## config.mk

```make
export PLATFORM = sky130hd
export DESIGN_NAME = thread_command_sequencer
export DESIGN_NICKNAME = d
export VERILOG_FILES = /design/src/rtl/gpu_pkg.sv /design/src/rtl/thread_command_sequencer.sv
export SDC_FILE = /design/constraint.sdc
export NUM_CORES = 1
export LEC_CHECK = 0
export BUFFER_PORTS_ARGS = -buffer_cell sky130_fd_sc_hd__buf_2
export CORE_ASPECT_RATIO = 1.4
export CORE_UTILIZATION = 45
export DETAILED_ROUTE_END_ITERATION = 12
export PLACE_DENSITY = 0.8
export SLEW_MARGIN = 30
export SYNTH_ARGS = -nofsm -noshare
export SYNTH_HDL_FRONTEND = slang
export SYNTH_SLANG_ARGS = --single-unit
```

## constraint.sdc

```tcl
create_clock -name port_b_clk -period 2.9 [get_ports port_b_clk]
set_input_delay 0.145 -clock port_b_clk [delete_from_list [all_inputs] [get_ports port_b_clk]]
set_output_delay 0.145 -clock port_b_clk [all_outputs]
set_load 0.05 [all_outputs]
```

## src/rtl/gpu_pkg.sv

```systemverilog
// Shared definitions for the per-thread register bank and its GPU-side command sequencer:
// register byte offsets, control/status field positions and the sequencer state encoding.
package gpu_pkg;

    localparam int THREAD_ID_OFS = 0;
    localparam int STATUS_OFS    = 4;
    localparam int CONTROL_OFS   = 8;
    localparam int CMD_BASE_OFS  = 12;

    localparam int CTRL_START_BIT = 0;
    localparam int CTRL_N_LSB     = 8;
    localparam int CTRL_N_MSB     = 15;

    localparam int STAT_BUSY_BIT  = 0;
    localparam int STAT_DONE_BIT  = 1;
    localparam int STAT_ERROR_BIT = 2;
    localparam int STAT_COUNT_LSB = 8;
    localparam int STAT_COUNT_MSB = 15;

    typedef enum logic [3:0] {
        SEQ_WAIT,
        SEQ_POLL_RD,
        SEQ_POLL_CHK,
        SEQ_ACK,
        SEQ_STAT_BUSY,
        SEQ_FETCH,
        SEQ_ISSUE,
        SEQ_PROG,
        SEQ_STAT
    } seq_state_t;

endpackage

```

## src/rtl/thread_command_sequencer.sv

```systemverilog
// GPU-side port B initiator: polls the control word, fetches the command list and issues each
// 3-word command over valid/ready, reporting progress and completion in the status word.
//
// state      | meaning
// WAIT       | poll timer counting down; polls once it reaches 0 and enable=1
// POLL_RD    | read strobe on the control word
// POLL_CHK   | control word on rd_data; start=1 latches n
// ACK        | clear the start byte of the control word
// STAT_BUSY  | status busy=1, count 0
// FETCH      | three reads of command k, each captured one cycle later
// ISSUE      | cmd_valid held until the pipeline accepts command k
// PROG       | status busy=1 with the updated completed count
// STAT       | final status (done/error), busy dropped
module thread_command_sequencer
    import gpu_pkg::*;
#(
    parameter int BYTES_PER_WORD    = 4,
    parameter int COMMAND_COUNT     = 4,
    parameter int BYTES_PER_COMMAND = 12,
    parameter int POLL_INTERVAL     = 16,
    localparam int WORD_BITS        = 8 * BYTES_PER_WORD,
    localparam int ADDR_BITS        = $clog2(12 + BYTES_PER_COMMAND * COMMAND_COUNT),
    localparam int IDX_BITS         = (COMMAND_COUNT > 1) ? $clog2(COMMAND_COUNT) : 1
) (
    input  logic                   port_b_clk,
    input  logic                   port_b_reset,
    input  logic                   enable,
    output logic [ADDR_BITS-1:0]   port_b_address,
    output logic                   port_b_rd_en,
    input  logic [WORD_BITS-1:0]   port_b_rd_data,
    output logic [WORD_BITS-1:0]   port_b_wr_data,
    output logic [BYTES_PER_WORD-1:0] port_b_wr_en,
    output logic                   cmd_valid,
    input  logic                   cmd_ready,
    output logic [3*WORD_BITS-1:0] cmd_data,
    output logic [IDX_BITS-1:0]    cmd_index,
    output logic                   busy
);

    localparam int K_BITS   = $clog2(COMMAND_COUNT + 1);
    localparam int TMR_BITS = $clog2(POLL_INTERVAL + 1);
    localparam logic [TMR_BITS-1:0] TMR_RELOAD = TMR_BITS'(POLL_INTERVAL);

    seq_state_t          state_q, state_d;
    logic [TMR_BITS-1:0] timer_q, timer_d;
    logic [7:0]          n_q, n_d;
    logic [K_BITS-1:0]   k_q, k_d;
    logic [1:0]          wc_q, wc_d;
    logic                done_q, done_d;
    logic                err_q, err_d;

    logic [ADDR_BITS-1:0]      addr_d;
    logic                      rd_en_d;
    logic [WORD_BITS-1:0]      wr_data_d;
    logic [BYTES_PER_WORD-1:0] wr_en_d;
    logic                      cmd_valid_d;
    logic [IDX_BITS-1:0]       cmd_index_d;
    logic                      busy_d;

    function automatic logic [WORD_BITS-1:0] status_word(input logic b, input logic d,
                                                         input logic e,
                                                         input logic [K_BITS-1:0] cnt);
        logic [WORD_BITS-1:0] w;
        w = '0;
        w[STAT_BUSY_BIT]  = b;
        w[STAT_DONE_BIT]  = d;
        w[STAT_ERROR_BIT] = e;
        w[STAT_COUNT_MSB:STAT_COUNT_LSB] = 8'(cnt);
        return w;
    endfunction

    function automatic logic [ADDR_BITS-1:0] cmd_word_addr(input logic [K_BITS-1:0] k,
                                                           input logic [1:0] wc);
        return ADDR_BITS'(CMD_BASE_OFS + BYTES_PER_COMMAND * int'(k) + BYTES_PER_WORD * int'(wc));
    endfunction

    always_comb begin
        state_d = state_q;
        timer_d = timer_q;
        n_d     = n_q;
        k_d     = k_q;
        wc_d    = wc_q;
        done_d  = done_q;
        err_d   = err_q;
        case (state_q)
            SEQ_WAIT: begin
                if (timer_q != '0) begin
                    timer_d = timer_q - 1'b1;
                end else if (enable) begin
                    state_d = SEQ_POLL_RD;
                end
            end
            SEQ_POLL_RD: state_d = SEQ_POLL_CHK;
            SEQ_POLL_CHK: begin
                if (!port_b_rd_data[CTRL_START_BIT]) begin
                    timer_d = TMR_RELOAD;
                    state_d = SEQ_WAIT;
                end else begin
                    n_d     = port_b_rd_data[CTRL_N_MSB:CTRL_N_LSB];
                    k_d     = '0;
                    done_d  = 1'b0;
                    err_d   = 1'b0;
                    state_d = SEQ_ACK;
                end
            end
            SEQ_ACK: begin
                if (n_q > 8'(COMMAND_COUNT)) begin
                    err_d   = 1'b1;
                    state_d = SEQ_STAT;
                end else if (n_q == 8'd0) begin
                    done_d  = 1'b1;
                    state_d = SEQ_STAT;
                end else begin
                    state_d = SEQ_STAT_BUSY;
                end
            end
            SEQ_STAT_BUSY: begin
                k_d     = '0;
                wc_d    = 2'd0;
                state_d = SEQ_FETCH;
            end
            // wc counts read issue (0..2) and capture (1..3) slots of the fetch pipeline
            SEQ_FETCH: begin
                wc_d = wc_q + 2'd1;
                if (wc_q == 2'd3) begin
                    state_d = SEQ_ISSUE;
                end
            end
            SEQ_ISSUE: begin
                if (cmd_valid && cmd_ready) begin
                    k_d     = k_q + 1'b1;
                    state_d = SEQ_PROG;
                end
            end
            SEQ_PROG: begin
                if (8'(k_q) == n_q) begin
                    done_d  = 1'b1;
                    state_d = SEQ_STAT;
                end else begin
                    wc_d    = 2'd0;
                    state_d = SEQ_FETCH;
                end
            end
            SEQ_STAT: begin
                timer_d = TMR_RELOAD;
                state_d = SEQ_WAIT;
            end
            default: state_d = SEQ_WAIT;
        endcase
    end

    // Outputs are decoded from the next state so that they are registered yet line up with it.
    always_comb begin
        addr_d      = '0;
        rd_en_d     = 1'b0;
        wr_data_d   = '0;
        wr_en_d     = '0;
        cmd_valid_d = 1'b0;
        cmd_index_d = cmd_index;
        busy_d      = !(state_d inside {SEQ_WAIT, SEQ_POLL_RD, SEQ_POLL_CHK});
        case (state_d)
            SEQ_POLL_RD: begin
                addr_d  = ADDR_BITS'(CONTROL_OFS);
                rd_en_d = 1'b1;
            end
            SEQ_ACK: begin
                addr_d  = ADDR_BITS'(CONTROL_OFS);
                wr_en_d = BYTES_PER_WORD'(1);
            end
            SEQ_STAT_BUSY: begin
                addr_d    = ADDR_BITS'(STATUS_OFS);
                wr_en_d   = '1;
                wr_data_d = status_word(1'b1, 1'b0, 1'b0, '0);
            end
            SEQ_FETCH: begin
                if (wc_d != 2'd3) begin
                    addr_d  = cmd_word_addr(k_d, wc_d);
                    rd_en_d = 1'b1;
                end
            end
            SEQ_ISSUE: begin
                cmd_valid_d = 1'b1;
                cmd_index_d = IDX_BITS'(k_d);
            end
            SEQ_PROG: begin
                addr_d    = ADDR_BITS'(STATUS_OFS);
                wr_en_d   = '1;
                wr_data_d = status_word(1'b1, 1'b0, 1'b0, k_d);
            end
            SEQ_STAT: begin
                addr_d    = ADDR_BITS'(STATUS_OFS);
                wr_en_d   = '1;
                wr_data_d = status_word(1'b0, done_d, err_d, k_d);
            end
            default: ;
        endcase
    end

    always_ff @(posedge port_b_clk) begin
        if (port_b_reset) begin
            state_q        <= SEQ_WAIT;
            timer_q        <= TMR_RELOAD;
            n_q            <= '0;
            k_q            <= '0;
            wc_q           <= '0;
            done_q         <= 1'b0;
            err_q          <= 1'b0;
            port_b_address <= '0;
            port_b_rd_en   <= 1'b0;
            port_b_wr_data <= '0;
            port_b_wr_en   <= '0;
            cmd_valid      <= 1'b0;
            cmd_index      <= '0;
            busy           <= 1'b0;
        end else begin
            state_q        <= state_d;
            timer_q        <= timer_d;
            n_q            <= n_d;
            k_q            <= k_d;
            wc_q           <= wc_d;
            done_q         <= done_d;
            err_q          <= err_d;
            port_b_address <= addr_d;
            port_b_rd_en   <= rd_en_d;
            port_b_wr_data <= wr_data_d;
            port_b_wr_en   <= wr_en_d;
            cmd_valid      <= cmd_valid_d;
            cmd_index      <= cmd_index_d;
            busy           <= busy_d;
        end
    end

    always_ff @(posedge port_b_clk) begin
        if (port_b_reset) begin
            cmd_data <= '0;
        end else if (state_q == SEQ_FETCH) begin
            case (wc_q)
                2'd1: cmd_data[0 +: WORD_BITS]           <= port_b_rd_data;
                2'd2: cmd_data[WORD_BITS +: WORD_BITS]   <= port_b_rd_data;
                2'd3: cmd_data[2*WORD_BITS +: WORD_BITS] <= port_b_rd_data;
                default: ;
            endcase
        end
    end

endmodule

```

== After elaboration in Yosys (flattened, before gate mapping) ==
Cells that the tools add are included.

* Register bits: 167
* Input port bits: 36
* Logic and storage cells: 94

* Add/subtract/negate cells: 5
* Multipliers: 1
* Order comparisons: 1
* Eq/ne operators: 23
* Multiplexer cells: 32
* Reductions and logical operators: 15

{| class="wikitable"
|+ Operator list
! cell !! number
|-
| $pmux 11 s3 || 1
|-
| $eq 4x3->1 const B || 8
|-
| $pmux 4 s8 || 1
|-
| $mux 4 || 7
|-
| $pmux 6 s3 || 1
|-
| $eq 4x2->1 const B || 4
|-
| $pmux 5 s3 || 1
|-
| $mux 5 || 2
|-
| $pmux 3 s3 || 1
|-
| $eq 3x8->1 || 1
|-
| $eq 4x1->1 const B || 2
|-
| $eq 4x4->1 const B || 2
|-
| $gt 8x3->1 const B || 1
|-
| $logic_not 4->1 || 2
|-
| $logic_not 8->1 || 1
|-
| $mux 1 || 8
|-
| $pmux 4 s2 || 1
|-
| $reduce_and 2->1 || 4
|-
| $add 4x6->6 const A || 1
|-
| $add 6x4->6 || 1
|-
| $mux 3 || 2
|-
| $mux 6 || 1
|-
| $ne 2x2->1 const B || 3
|-
| $pmux 2 s3 || 1
|-
| other kinds (16) || 20
|}

== Logic depth before layout (Yosys ltp) ==
* Word-level depth: 8
* Depth in mapped cells: 16

== Worst setup path before layout ==
OpenSTA, ideal clock, no wires.

* Path kind: register -> register
* Start: register cmd_valid
* End: register port_b_address[5]
* Setup time: 0.130 ns
* Arrival time: 3.077 ns
* Path slack: -0.307 ns
* Cell stages (with the launch flop): 15
* Period minus slack after synthesis: 3.207 ns
* Cell sequence: dfxtp_1 > nand2_1 > a2111o_1 > a22oi_2 > inv_1 > ha_1 > inv_1 > ha_1 > inv_1 > ha_1 > inv_1 > fa_1 > xnor2_1 > xnor2_1 > nor3_2

* Word-level cells in the longest chain between the ends: 8
* Elaborated cells on any way between the ends: 18
* Those cells by class: add/sub (2); mul (1); eq/ne (6); mux (6); reduce/logical (3)

{| class="wikitable"
|+ RTL lines
! element !! line !! source
|-
| from (decl) || thread_command_sequencer.sv:33 || <nowiki>output logic cmd_valid,</nowiki>
|-
| from (signal assigned) || thread_command_sequencer.sv:227 || <nowiki>cmd_valid <= cmd_valid_d;</nowiki>
|-
| $logic_and 1x1->1 || thread_command_sequencer.sv:130 || <nowiki>if (cmd_valid && cmd_ready) begin</nowiki>
|-
| $mux 3 || thread_command_sequencer.sv:130 ||
|-
| $pmux 3 s3 || thread_command_sequencer.sv:85 || <nowiki>case (state_q)</nowiki>
|-
| via k_d[1] || thread_command_sequencer.sv:47 || <nowiki>logic [K_BITS-1:0] k_q, k_d;</nowiki>
|-
| $mul 2x3->4 || thread_command_sequencer.sv:74 || <nowiki>return ADDR_BITS'(CMD_BASE_OFS + BYTES_PER_COMMAND * int'(k) + BYTES_PER_WORD * int'(wc));</nowiki>
|-
| $add 4x6->6 || thread_command_sequencer.sv:74 ||
|-
| $add 6x4->6 || thread_command_sequencer.sv:74 ||
|-
| $mux 6 || thread_command_sequencer.sv:176 || <nowiki>if (wc_d != 2'd3) begin</nowiki>
|-
| $pmux 6 s3 || thread_command_sequencer.sv:161 || <nowiki>case (state_d)</nowiki>
|-
| to (signal assigned) || thread_command_sequencer.sv:223 || <nowiki>port_b_address <= addr_d;</nowiki>
|-
| to (decl) || thread_command_sequencer.sv:28 || <nowiki>output logic [ADDR_BITS-1:0] port_b_address,</nowiki>
|}

The timed path passes the listed nets, and every way through them passes these cells.
A chain may end at the register's enable or synchronous reset.

== Worst setup path after layout ==
* Start: register state_q[0]
* End: register port_b_address[5]

* Word-level cells in the longest chain between the ends: 7
* Elaborated cells on any way between the ends: 29
* Those cells by class: add/sub (2); mul (1); eq/ne (14); mux (9); reduce/logical (3)

{| class="wikitable"
|+ RTL lines
! element !! line !! source
|-
| from (decl) || thread_command_sequencer.sv:44 || <nowiki>seq_state_t state_q, state_d;</nowiki>
|-
| from (signal assigned) || thread_command_sequencer.sv:216 || <nowiki>state_q <= state_d;</nowiki>
|-
| $eq 4x3->1 / $eq 4x2->1 (equally long branches) || thread_command_sequencer.sv:85 ||
|-
| $pmux 3 s3 (*) || thread_command_sequencer.sv:85 ||
|-
| via k_d[1] || thread_command_sequencer.sv:47 ||
|-
| $mul 2x3->4 (*) || thread_command_sequencer.sv:74 ||
|-
| $add 4x6->6 (*) || thread_command_sequencer.sv:74 ||
|-
| $add 6x4->6 (*) || thread_command_sequencer.sv:74 ||
|-
| $mux 6 (*) || thread_command_sequencer.sv:176 ||
|-
| $pmux 6 s3 (*) || thread_command_sequencer.sv:161 ||
|}

Mark *: on every way through the listed nets, which the timed path passes. The rest lies on a longest branch.

==> metrics.txt <==
run status=completed; Pleak=0.00324 µW; Worst slew margin=between 40% and 50%; antenna violations before repair=0; fin crit period=2860 ps; minimum hold slack=14.7 ps; Pwr per Cell Area=about 620 nW/µm²; Place WS=-45.6 ps; maximum clock path buffer count=2; peak supply drop=between 0.0004 and 0.0005 V; synth unique cells=59; H-tree levels=4; worst min-delay path category=primary input to flop; core box area=12,300 µm²; met2 wire len=8040 µm; vias in the first global route=a little under 5,000; setup ws final=about 35 ps; residual DRC count=0; Placement Cell Area=around 6500 µm²; max-slew violations=0; post-route cell area=7430 µm²; drt first pass iters=5; syn_area_per_cell=approximately 8.2 µm²; fraction of the cycle the final worst path needs=a little over nine tenths; top cell type's share of synthesized area=between 40% and 50%; global-route wire length before repair=24,100 µm; asr flop ratio synth=0%; Critical Path RT=3190 ps; final core occ=around three fifths; dpl cells=a little under 1,000; initial core utilization=45.9%; die area=between 10,000 and 15,000 µm²; metal3 WL=around 750 µm; fin nets=906; share of layout cells above drive strength 1=27.8%; Tot GR Track Use=around 23%; # setup viols final=0; via count=5,281; largest net degree at the start of global routing=44; Clk Latency, worst-skew pair=~400 ps; Post-Synthesis Cells=approximately 690; crit-path leading delay family=adder cells; worst-path maximum fanout=2; ANT nets after route=0; hpwl dp=~10,000 µm; die height=135 µm; Num Clock Sinks=137; Placer Congestion=0.950; most common flop cell mapped by yosys=dfxtp_1; Worst setup SP type=flop; post-synthesis sequential area ratio=48.5%; clk_skew=8.36 ps; M1 wire length=6090 µm; crit-path cells=and4bb_2 > a2111o_1 > a22oi_2 > inv_2 > ha_4 > inv_2 > ha_4 > inv_4 > ha_4 > inv_2 > fa_2 > xnor2_2 > xnor2_1 > nor3_2; largest area contributor in the netlist=dfxtp_1; DR top layer=met4; Slew @ Worst Pin=845 ps; CP peak stage delay=between 400 and 500 ps; initial DRC count=319; I/O Buffers=150; final std cells w/o fill=a little over 1,000; clk slew on worst S/H paths=60 ps; flops & latches, synth=137; most common cell after layout, fill and taps aside=nand2_1; final wirelength=15,400 µm; total grt overflow=0; ranking of synthesized cells by area=dfxtp_1, nand2_1, a21oi_1, buf_4, nor2_1; EDFF count, synth=0; Hold Fails Final Rpt=0; DR WL/cell=15.1 µm; Critical Setup Path Class=flop to flop; IO Pins=approximately 180; CTS tree=done; n_diodes=0; row count=48; Mapped Area=5650 µm²; Synthesis Warnings=0; crit end category=flop; Area Overhead vs Synth=31.4%; CP bufs+invs=4; commonest cells after routing, fill and taps aside=nand2_1, buf_2, dfxtp_1, a21oi_1, nor2_1; Die W=96.7 µm; Max Cap Viol=0; Crit-path slowest cell=a2111o_1; DR vias/cell=5.17; root buffer cell=clkbuf_16; CTS Buf Count=17; RSZ-0062 raised after global routing=true; Arrival @ worst endpoint=approximately 3200 ps; f_max=349 MHz
[logic make-up after synthesis]
logic type	synth area share, %
simple gates	21.4
flops	48.5
fa+ha+maj	2.92
other cells	0.0664
buf+inv	8.41
mux	1.62
compound gates	15.7
xor+xnor	1.39
[flip-flops by register name, indices dropped and copies added, names as in the netlist]
name            cells
k_q                 3
n_q                 8
cmd_valid           1
state_q             4
done_q              1
busy                1
port_b_wr_en        2
cmd_index           2
err_q               1
port_b_address      4
wc_q                2
timer_q             5
port_b_rd_en        1
cmd_data           96
port_b_wr_data      6
[worst paths after layout]
kind / cells after the start / slack (ps) / start / end
setup / recovery: 14 / 40 / state_q[0] / port_b_address[5]
setup reg to reg: 14 / 40 / state_q[0] / port_b_address[5]
hold / removal: 3 / 10 / port_b_rd_data[22] / cmd_data[54]
hold reg to reg: 2 / 450 / cmd_data[53] / cmd_data[53]
[synth_stat cells (all sizes together) (2+ instances only)]
master	instances
nand2b	2
nand3	5
a41oi	3
a32oi	2
a211oi	6
and4bb	2
nand4	3
nand4bb	2
o21a	2
clkbuf	20
nor2	36
nor2b	5
a31oi	3
buf	54
xor2	6
o21ai	6
o211ai	4
nand2	206
mux2i	8
o22ai	2
nor3	7
dfxtp	137
a21oi	107
a21boi	3
xnor2	3
and3	2
inv	14
and2	4
nor4	3
nor4b	2
fa	2
nor3b	2
ha	10
a22oi	2
[per-layer routing]
metal	global-route usage [%]	up-vias
li1	-	2564
met1	25.1	2464
met2	42.6	214
met3	4.45	39
met4	11.5	0
met5	0	-
[per-stage QoR]
step	TNS (ps)	total power, µW
floorplan	-128	2280
CTS	-16.5	4660
global placement	0	2340
global route	-20.8	4780
finish	0	4640
detailed placement	-45.6	2340
[where the power goes]
| part | leakage [µW] | internal, µW | switching, µW |
|---|---|---|---|
| Combinational | 0.00183 | 137 | 250 |
| Sequential | 0.00111 | 1920 | 29.5 |
| Clock | 0.000303 | 1470 | 837 |
| Total | 0.00324 | 3520 | 1120 |
[worst reg2reg max path: stages (launching register included)]
cell	delay, ps
dfxtp_2	330
and4bb_2	250
a2111o_1	410
a22oi_2	210
inv_2	90
ha_4	270
inv_2	40
ha_4	210
inv_4	50
ha_4	110
inv_2	30
fa_2	360
xnor2_2	140
xnor2_1	180
nor3_2	50
[cell type report]
class                      count  area (µm²)
tap                          150         188
clock buffer                  18         439
timing repair buffer         199        1200
fill                        1057        4880
multi-input combinational    489        2600
clock inverter                14         196
inverter                      14        55.1
sequential                   137        2750
[repair_timing]
action / in CTS / in global routing
gates resized for setup: 12 / 6
pin swaps: 12 / 10
hold buffers: 22 / 0
buffers inserted: 2 / 0
setup endpoints to repair: 1 / 1
endpoints found under the hold margin: 55 / 0
Power figures use the tool's default switching activity.
